## src/rtl/rv32_wb_arbiter.sv

```systemverilog
// Round-robin writeback arbiter for the single register-file write port, plus a pending-write scoreboard.
// Optional same-cycle forwarding of the in-flight write is enabled by defining RV32_WB_BYPASS_EN.
module rv32_wb_arbiter #(
    parameter int NREQ = 3,
    parameter int XLEN = 32,
    parameter int AW   = 5
) (
    input  logic                 clk,
    input  logic                 rst_n,
    input  logic [NREQ-1:0]      req_valid,
    output logic [NREQ-1:0]      req_ready,
    input  logic [NREQ*AW-1:0]   req_wa,
    input  logic [NREQ*XLEN-1:0] req_wd,
    output logic                 rf_wen,
    output logic [AW-1:0]        rf_wa,
    output logic [XLEN-1:0]      rf_wd,
    input  logic                 sb_set,
    input  logic [AW-1:0]        sb_set_addr,
    input  logic [AW-1:0]        q_ra1,
    input  logic [AW-1:0]        q_ra2,
    output logic                 q_busy1,
    output logic                 q_busy2
`ifdef RV32_WB_BYPASS_EN
    ,
    output logic                 q_fwd1,
    output logic                 q_fwd2,
    output logic [XLEN-1:0]      q_fwd_data
`endif
);

    localparam int PW   = (NREQ > 1) ? $clog2(NREQ) : 1;
    localparam int NREG = 1 << AW;

    logic [PW-1:0]   ptr;
    logic [PW-1:0]   gnt_idx;
    logic [PW:0]     cand;
    logic            gnt_any;
    logic            xfer;
    logic [AW-1:0]   sel_wa;
    logic [XLEN-1:0] sel_wd;
    logic [NREG-1:0] sb;
    logic [NREG-1:0] sb_next;

    // Rotating priority: walk upward from ptr, wrapping at NREQ.
    always_comb begin
        cand    = '0;
        gnt_any = 1'b0;
        gnt_idx = '0;
        for (int k = 0; k < NREQ; k++) begin
            cand = {1'b0, ptr} + (PW+1)'(k);
            if (cand >= (PW+1)'(NREQ)) begin
                cand = cand - (PW+1)'(NREQ);
            end
            if (!gnt_any && req_valid[cand[PW-1:0]]) begin
                gnt_any = 1'b1;
                gnt_idx = cand[PW-1:0];
            end
        end
    end

    assign xfer   = gnt_any & rst_n;
    assign sel_wa = req_wa[int'(gnt_idx)*AW +: AW];
    assign sel_wd = req_wd[int'(gnt_idx)*XLEN +: XLEN];

    always_comb begin
        req_ready = '0;
        if (xfer) begin
            req_ready[gnt_idx] = 1'b1;
        end
    end

    always_ff @(posedge clk or negedge rst_n) begin
        if (!rst_n) begin
            rf_wen <= 1'b0;
            rf_wa  <= '0;
            rf_wd  <= '0;
            ptr    <= '0;
        end else if (xfer) begin
            rf_wen <= (sel_wa != '0);
            rf_wa  <= sel_wa;
            rf_wd  <= sel_wd;
            ptr    <= (gnt_idx == PW'(NREQ-1)) ? '0 : gnt_idx + 1'b1;
        end else begin
            rf_wen <= 1'b0;
        end
    end

    // Set is applied after clear so a newly issued producer keeps the register busy.
    always_comb begin
        sb_next = sb;
        if (rf_wen) begin
            sb_next[rf_wa] = 1'b0;
        end
        if (sb_set) begin
            sb_next[sb_set_addr] = 1'b1;
        end
        sb_next[0] = 1'b0;
    end

    always_ff @(posedge clk or negedge rst_n) begin
        if (!rst_n) begin
            sb <= '0;
        end else begin
            sb <= sb_next;
        end
    end

`ifdef RV32_WB_BYPASS_EN
    assign q_fwd1     = rf_wen && (rf_wa == q_ra1) && (q_ra1 != '0);
    assign q_fwd2     = rf_wen && (rf_wa == q_ra2) && (q_ra2 != '0);
    assign q_fwd_data = rf_wd;
    assign q_busy1    = sb[q_ra1] & ~q_fwd1;
    assign q_busy2    = sb[q_ra2] & ~q_fwd2;
`else
    assign q_busy1    = sb[q_ra1];
    assign q_busy2    = sb[q_ra2];
`endif

endmodule

```

## config.mk

```make
export PLATFORM = sky130hd
export DESIGN_NAME = rv32_wb_arbiter
export DESIGN_NICKNAME = d
export VERILOG_FILES = /design/src/rtl/rv32_wb_arbiter.sv
export SDC_FILE = /design/constraint.sdc
export NUM_CORES = 1
export LEC_CHECK = 0
export BUFFER_PORTS_ARGS = -buffer_cell sky130_fd_sc_hd__buf_4
export CORE_MARGIN = 3
export CORE_UTILIZATION = 40
export CTS_CLUSTER_SIZE = 25
export DETAILED_ROUTE_END_ITERATION = 12
export PLACE_DENSITY = 0.68
export SYNTH_ARGS = -nofsm -noshare
export SYNTH_HDL_FRONTEND = slang
export SYNTH_SLANG_ARGS = --single-unit
export TNS_END_PERCENT = 100
```

## constraint.sdc

```tcl
create_clock -name clk -period 2.95 [get_ports clk]
set_input_delay 0.1475 -clock clk [delete_from_list [all_inputs] [get_ports clk]]
set_output_delay 0.1475 -clock clk [all_outputs]
set_load 0.01 [all_outputs]
```

-- Word level (Yosys, flattened, before mapping)
Cells that the tools add are included.
- flip-flop bits (word level): 71
- latch bits: 0
- memory bits (writable): 0
- ROM bits: 0
- bits of input ports: 132
- output and inout port bits: 43
- word-level logic and storage cells: 71
- memories: 0
- add/subtract/negate cells: 6
- $mul: 1
- divide/modulo/power cells: 0
- magnitude comparators: 14
- eq/ne operators: 1
- shift operators: 2
- multiplexer cells: 30
- bitwise gates (word level): 4
- reduce and logical (&&, ||, !) cells: 8
- operators by type and width (kind ; number):
    96-bit by 8-bit variable part select with 32-bit output ; 1
    32-bit two-way mux ; 2
    32-bit AND ; 1
    32-bit inverter ; 1
    32-bit OR ; 1
    5-bit by 6-bit < comparator with 1-bit output, second input constant ; 4
    15-bit by 6-bit variable part select with 5-bit output ; 1
    2-bit two-way mux ; 7
    2-bit by 3-bit < comparator with 1-bit output, second input constant ; 4
    1-bit two-way mux ; 12
    1-bit binary-select mux with 5-bit select ; 2
    1-bit demux with 5-bit select ; 2
    5-bit by 1-bit greater-or-equal comparator with 1-bit output, second input constant ; 2
    1-bit binary-select mux with 2-bit select ; 3
    3-bit by 2-bit greater-or-equal comparator with 1-bit output, second input constant ; 2
    2-bit subtractor, second input constant ; 3
    1-bit logical AND ; 5
    2-bit by 3-bit multiplier with 5-bit output, second input constant ; 1
    5-bit nonzero test ; 1
    2-bit by 1-bit adder with 3-bit output, second input constant ; 1
    2-bit by 2-bit adder with 3-bit output, second input constant ; 1
    3-bit two-way mux ; 1
    2-bit by 1-bit adder with 2-bit output, second input constant ; 1
    1-bit demux with 2-bit select ; 1
    other kinds (5) ; 6

-- Depth between registers and ports, before layout
- depth in word-level cells: 16
- gate-level depth with buffers: 11
- mapped depth without buffers: 8

-- Worst setup path before layout
OpenSTA, ideal clock, no wires.
- kind: register -> register
- start point: reg ptr[0]
- end point: reg rf_wd[0]
- arrival time: 2.063 ns
- required time: 2.815 ns
- path slack: 0.752 ns
- stages on the path, launching flop included: 10
- buffers on the path: 2
- period minus slack after synthesis: 2.198 ns
- path through: dfrtp_1 inv_1 ha_1 buf_2 mux2_1 mux2i_1 nand2_1 o31ai_4 clkbuf_1 o31ai_1
- cells in the longest elaborated chain, start to end: 12
- elaborated cells between the ends (all ways): 29
- those cells by class: 5 x add/sub; 3 x order compare; 1 x shift; 15 x mux; 1 x bitwise; 4 x reduce/logical
- RTL lines (item ; line ; text):
    start: declaration ; 34 ; logic [PW-1:0] ptr;
    start signal: assignment ; 82 ; ptr <= (gnt_idx == PW'(NREQ-1)) ? '0 : gnt_idx + 1'b1;
    parallel branches: the longest is 12 deep, another holds 2-bit by 1-bit adder with 3-bit output ; - ;
    end signal: assignment ; 81 ; rf_wd <= sel_wd;
    end: declaration ; 16 ; output logic [XLEN-1:0] rf_wd,
Parallel ways; which one is timed is not known. The select of a mux whose other input is x is not followed.
A chain may end at the register's enable or synchronous reset.

-- Final worst setup path
- start point: reg ptr[0]
- end point: out req_ready[1]
- cells in the longest elaborated chain, start to end: 16
- elaborated cells between the ends (all ways): 34
- those cells by class: 5 x add/sub; 5 x order compare; 18 x mux; 1 x bitwise; 5 x reduce/logical
- RTL lines (item ; line ; text):
    parallel branches: the longest is 15 deep, another holds 2-bit by 1-bit adder with 3-bit output ; - ;
    3-bit two-way mux (*) ; 67 ; if (xfer) begin
    end: declaration ; 11 ; output logic [NREQ-1:0] req_ready,
Mark *: on every way between the ends. The select of a mux whose other input is x is not followed.

==> flow_summary.ini <==
[status]
status = finished, final reports clean

[timing]
max_freq_mhz = 361.3
rsz0062_at_grt = no
slew_viol_final = 0
tightestPinTransition_ps = 902.6
worst_slack_ps = 182.3
fin_worst_skew_ps = 10.20
finalHoldViolCount = 0
post-route-period-util_pct = 93.82
timing.setup.tns_ps = 0
period_needed_ps = 2768
setup_viol = 0
slew_headroom_pct = 39.83

[final_layout]
final_layout_size_suffix_gt1_share_pct = 36.73
syn_to_final_growth_pct = 36.76
n_fill_cell = 923
final_common_cell = buf_4
register_area_sq_um = 1777
multiInputGateArea_sq_um = 2452
n_antenna_cell = 0
num-nets-final = 768
final_cell_mix = 182 x buf_4, 71 x dfrtp_1, 69 x o21ai_0

[detailed_routing]
drtIter0Drc = 230
drtAntennaViolNets = 0
first_pass_iters = 4
remaining_drc_errors = 0
viasPerCell = 5.697
routed_wirelength_mm = 14.18
wire_per_inst_um = 18.34
vias = 4404

[worst_setup_path]
critPathLaunchType = register
arrival_ps = 2620
required_ps = 2800
path_max_fanout = 66
worstSetupPathType = register to primary output
r2r_start = ptr[1]
worstSetupStartpoint = ptr[0]
rrSetupSlack_ps = 510
endpoint_kind = primary output
r2r_end = rf_wd[6]
r2r_cells = 9

[yosys]
synth_edf_count = 0
syn-num-nets = 609
synth_seq_area_share_pct = 40.43
synth_compound_area_share_pct = 23.80
syn-cell-area_sq_um = 4394
syn_area_per_cell_sq_um = 9.290
ys_seq_elements = 71
ys_async_sr_fraction_pct = 100.0
synthSimpleGateAreaFrac_pct = 19.50
synth_xor_area_share_pct = 0
ys_types = 44
synth_adder_area_share_pct = 1.139
netlist_instances = 473
synth_warnings = 0
synth_ff_type = dfrtp_1
synth_mux_area_share_pct = 11.05
synth_top_family_by_area = compound AO/OA/AOI/OAI gates

[power_and_ir_drop]
ir_drop_uv = 406.3
p_total_mw = 5.967
p_sw_share_pct = 43.23
netSwitchingPower_mw = 2.579
power_frac_clock_pct = 13.1
seqPwrFrac_pct = 31.0
power_frac_comb_pct = 55.9
leakagePower_nw = 2.647
powerDensity_nw_per_um2 = 992.9
power.internal_mw = 3.388

[floorplanning]
start_util_pct = 41.81
die_w_um = 110.8
num_rows = 37
num_io_pins = 175
fp.dieH_um = 110.8
core_sq_um = 10510
fp.dieArea_sq_um = 12280

[cts]
clk_path_buf_depth = 2
cts-root-buf = clkbuf_8
htreeDepth = 3
cts_tree = yes
postCtsSetupRepairBufs = 0
numCtsBuffers = 9
cts.sinks = 71
clk_latency_ps = 350
hold_buffers = 0
clkTransAtPathRegs_ps = 80

[grt]
antenna_found_initial = 0
grt_usage_pct = 22.46
grt.overflow.total = 0
grt_pass1_vias = 4378
grt_max_degree = 72
grt_pass1_wl_mm = 22.29

[placement]
place_worst_setup_slack_ps = 478.8
globalplace.congestion = 0.9232
io_buffers = 174
dp_hpwl_mm = 10.61

[hold_path]
min_path_type = primary input to asynchronous set/reset pin

[job]
maxCapViolations = 0
==> how the worst max path moves through the flow <==
stage                         endpoint  slack, ps  cells past startpoint
final                     req_ready[1]        180                      9
after global routing      req_ready[1]          3                      9
after CTS                 req_ready[1]         80                      9
after detailed placement      rf_wd[1]        480                      9
after global placement    req_ready[1]        540                      9
after floorplan               rf_wd[0]        750                      9
==> worst max-delay path, cell delays in order (launching register included) <==
cell and delay, ps:
dfrtp_1 420, inv_1 100, ha_2 290, mux2_1 350, mux2i_1 170, nand2_1 130, o31ai_4 250, buf_12 290
nor3b_1 100, buf_4 160
==> synth_stat cells, types with 2 or more instances <==
master,number,share of area (%)
a211oi_1,34,5.8
a21oi_1,2,0.23
a31oi_1,2,0.28
and2_1,2,0.28
and3_1,34,4.8
buf_2,22,2.5
buf_4,2,0.34
clkbuf_1,11,0.94
dfrtp_1,71,40
ha_1,4,1.1
inv_1,2,0.17
mux2_2,4,1.0
mux4_2,18,9.2
nand2_1,54,4.6
nand3_1,4,0.46
nand3b_1,12,2.1
nand4_1,3,0.43
nor2_1,51,4.4
nor2b_1,3,0.43
o211ai_1,6,1.0
o21a_1,2,0.34
o21ai_0,69,7.9
o21ai_1,2,0.23
o31ai_1,35,6.0
or3_1,2,0.28
or3b_2,4,0.80
==> routing by layer <==
| layer | vias to the layer above | share of wire [%] | wire [um] | track usage (%) |
|---|---|---|---|---|
| met2 | 190 | 51 | 7214 | 38.83 |
| met3 | 20 | 8.6 | 1217 | 6.386 |
| met1 | 2111 | 39 | 5499 | 27.11 |
| met4 | 0 | 1.7 | 245 | 6.897 |
| met5 | - | 0 | 0 | 0 |
| li1 | 2083 | - | - | - |
==> through the flow <==
stage / instances / util [%] / instance area, sq um / hold slack (ps)
finish: 773 / 57.19 / 6010 / 47.03
CTS: 773 / 57.09 / 6000 / 90.63
global placement: 757 / 55.22 / 5803 / 462.7
global route: 773 / 57.19 / 6010 / 103.1
detailed placement: 757 / 55.22 / 5803 / 467.5
floorplan: 473 / - / 4394 / -148.1
==> final cells by class <==
type / count / area share [%]
flip-flops and latches: 71 / 29.56
well taps: 136 / 2.832
clock inverters: 7 / 1.208
multi-input cells: 364 / 40.81
clock buffers: 9 / 2.061
repair buffers: 184 / 23.40
inverters: 2 / 0.1249
==> cells by family after synthesis <==
group	after synthesis
fa+ha+maj	4
flops	71
compound gates	160
mux	25
simple gates	175
buf+inv	38
==> sequential cells by signal (all words and copies together), names as in the netlist <==
register	cells
ptr	2
rf_wd	32
rf_wa	5
sb	31
rf_wen	1
==> timing repair <==
| action | CTS | global route |
|---|---|---|
| endpoints found under the hold margin | 0 | 0 |
| endpoints found under the setup margin | 0 | 3 |
| gates resized for setup | 0 | 2 |
==> power groups by stage <==
stage | Sequential [mW] | Combinational, mW | Clock (mW)
6_report | 1.85 | 3.34 | 0.783
4_1_cts | 1.85 | 3.34 | 0.800
5_1_grt | 1.91 | 3.67 | 0.850
3_3_place_gp | 1.83 | 3.28 | 0
2_1_floorplan | 1.82 | 2.11 | 0
3_5_place_dp | 1.86 | 3.34 | 0
Power figures use the tool's default switching activity.
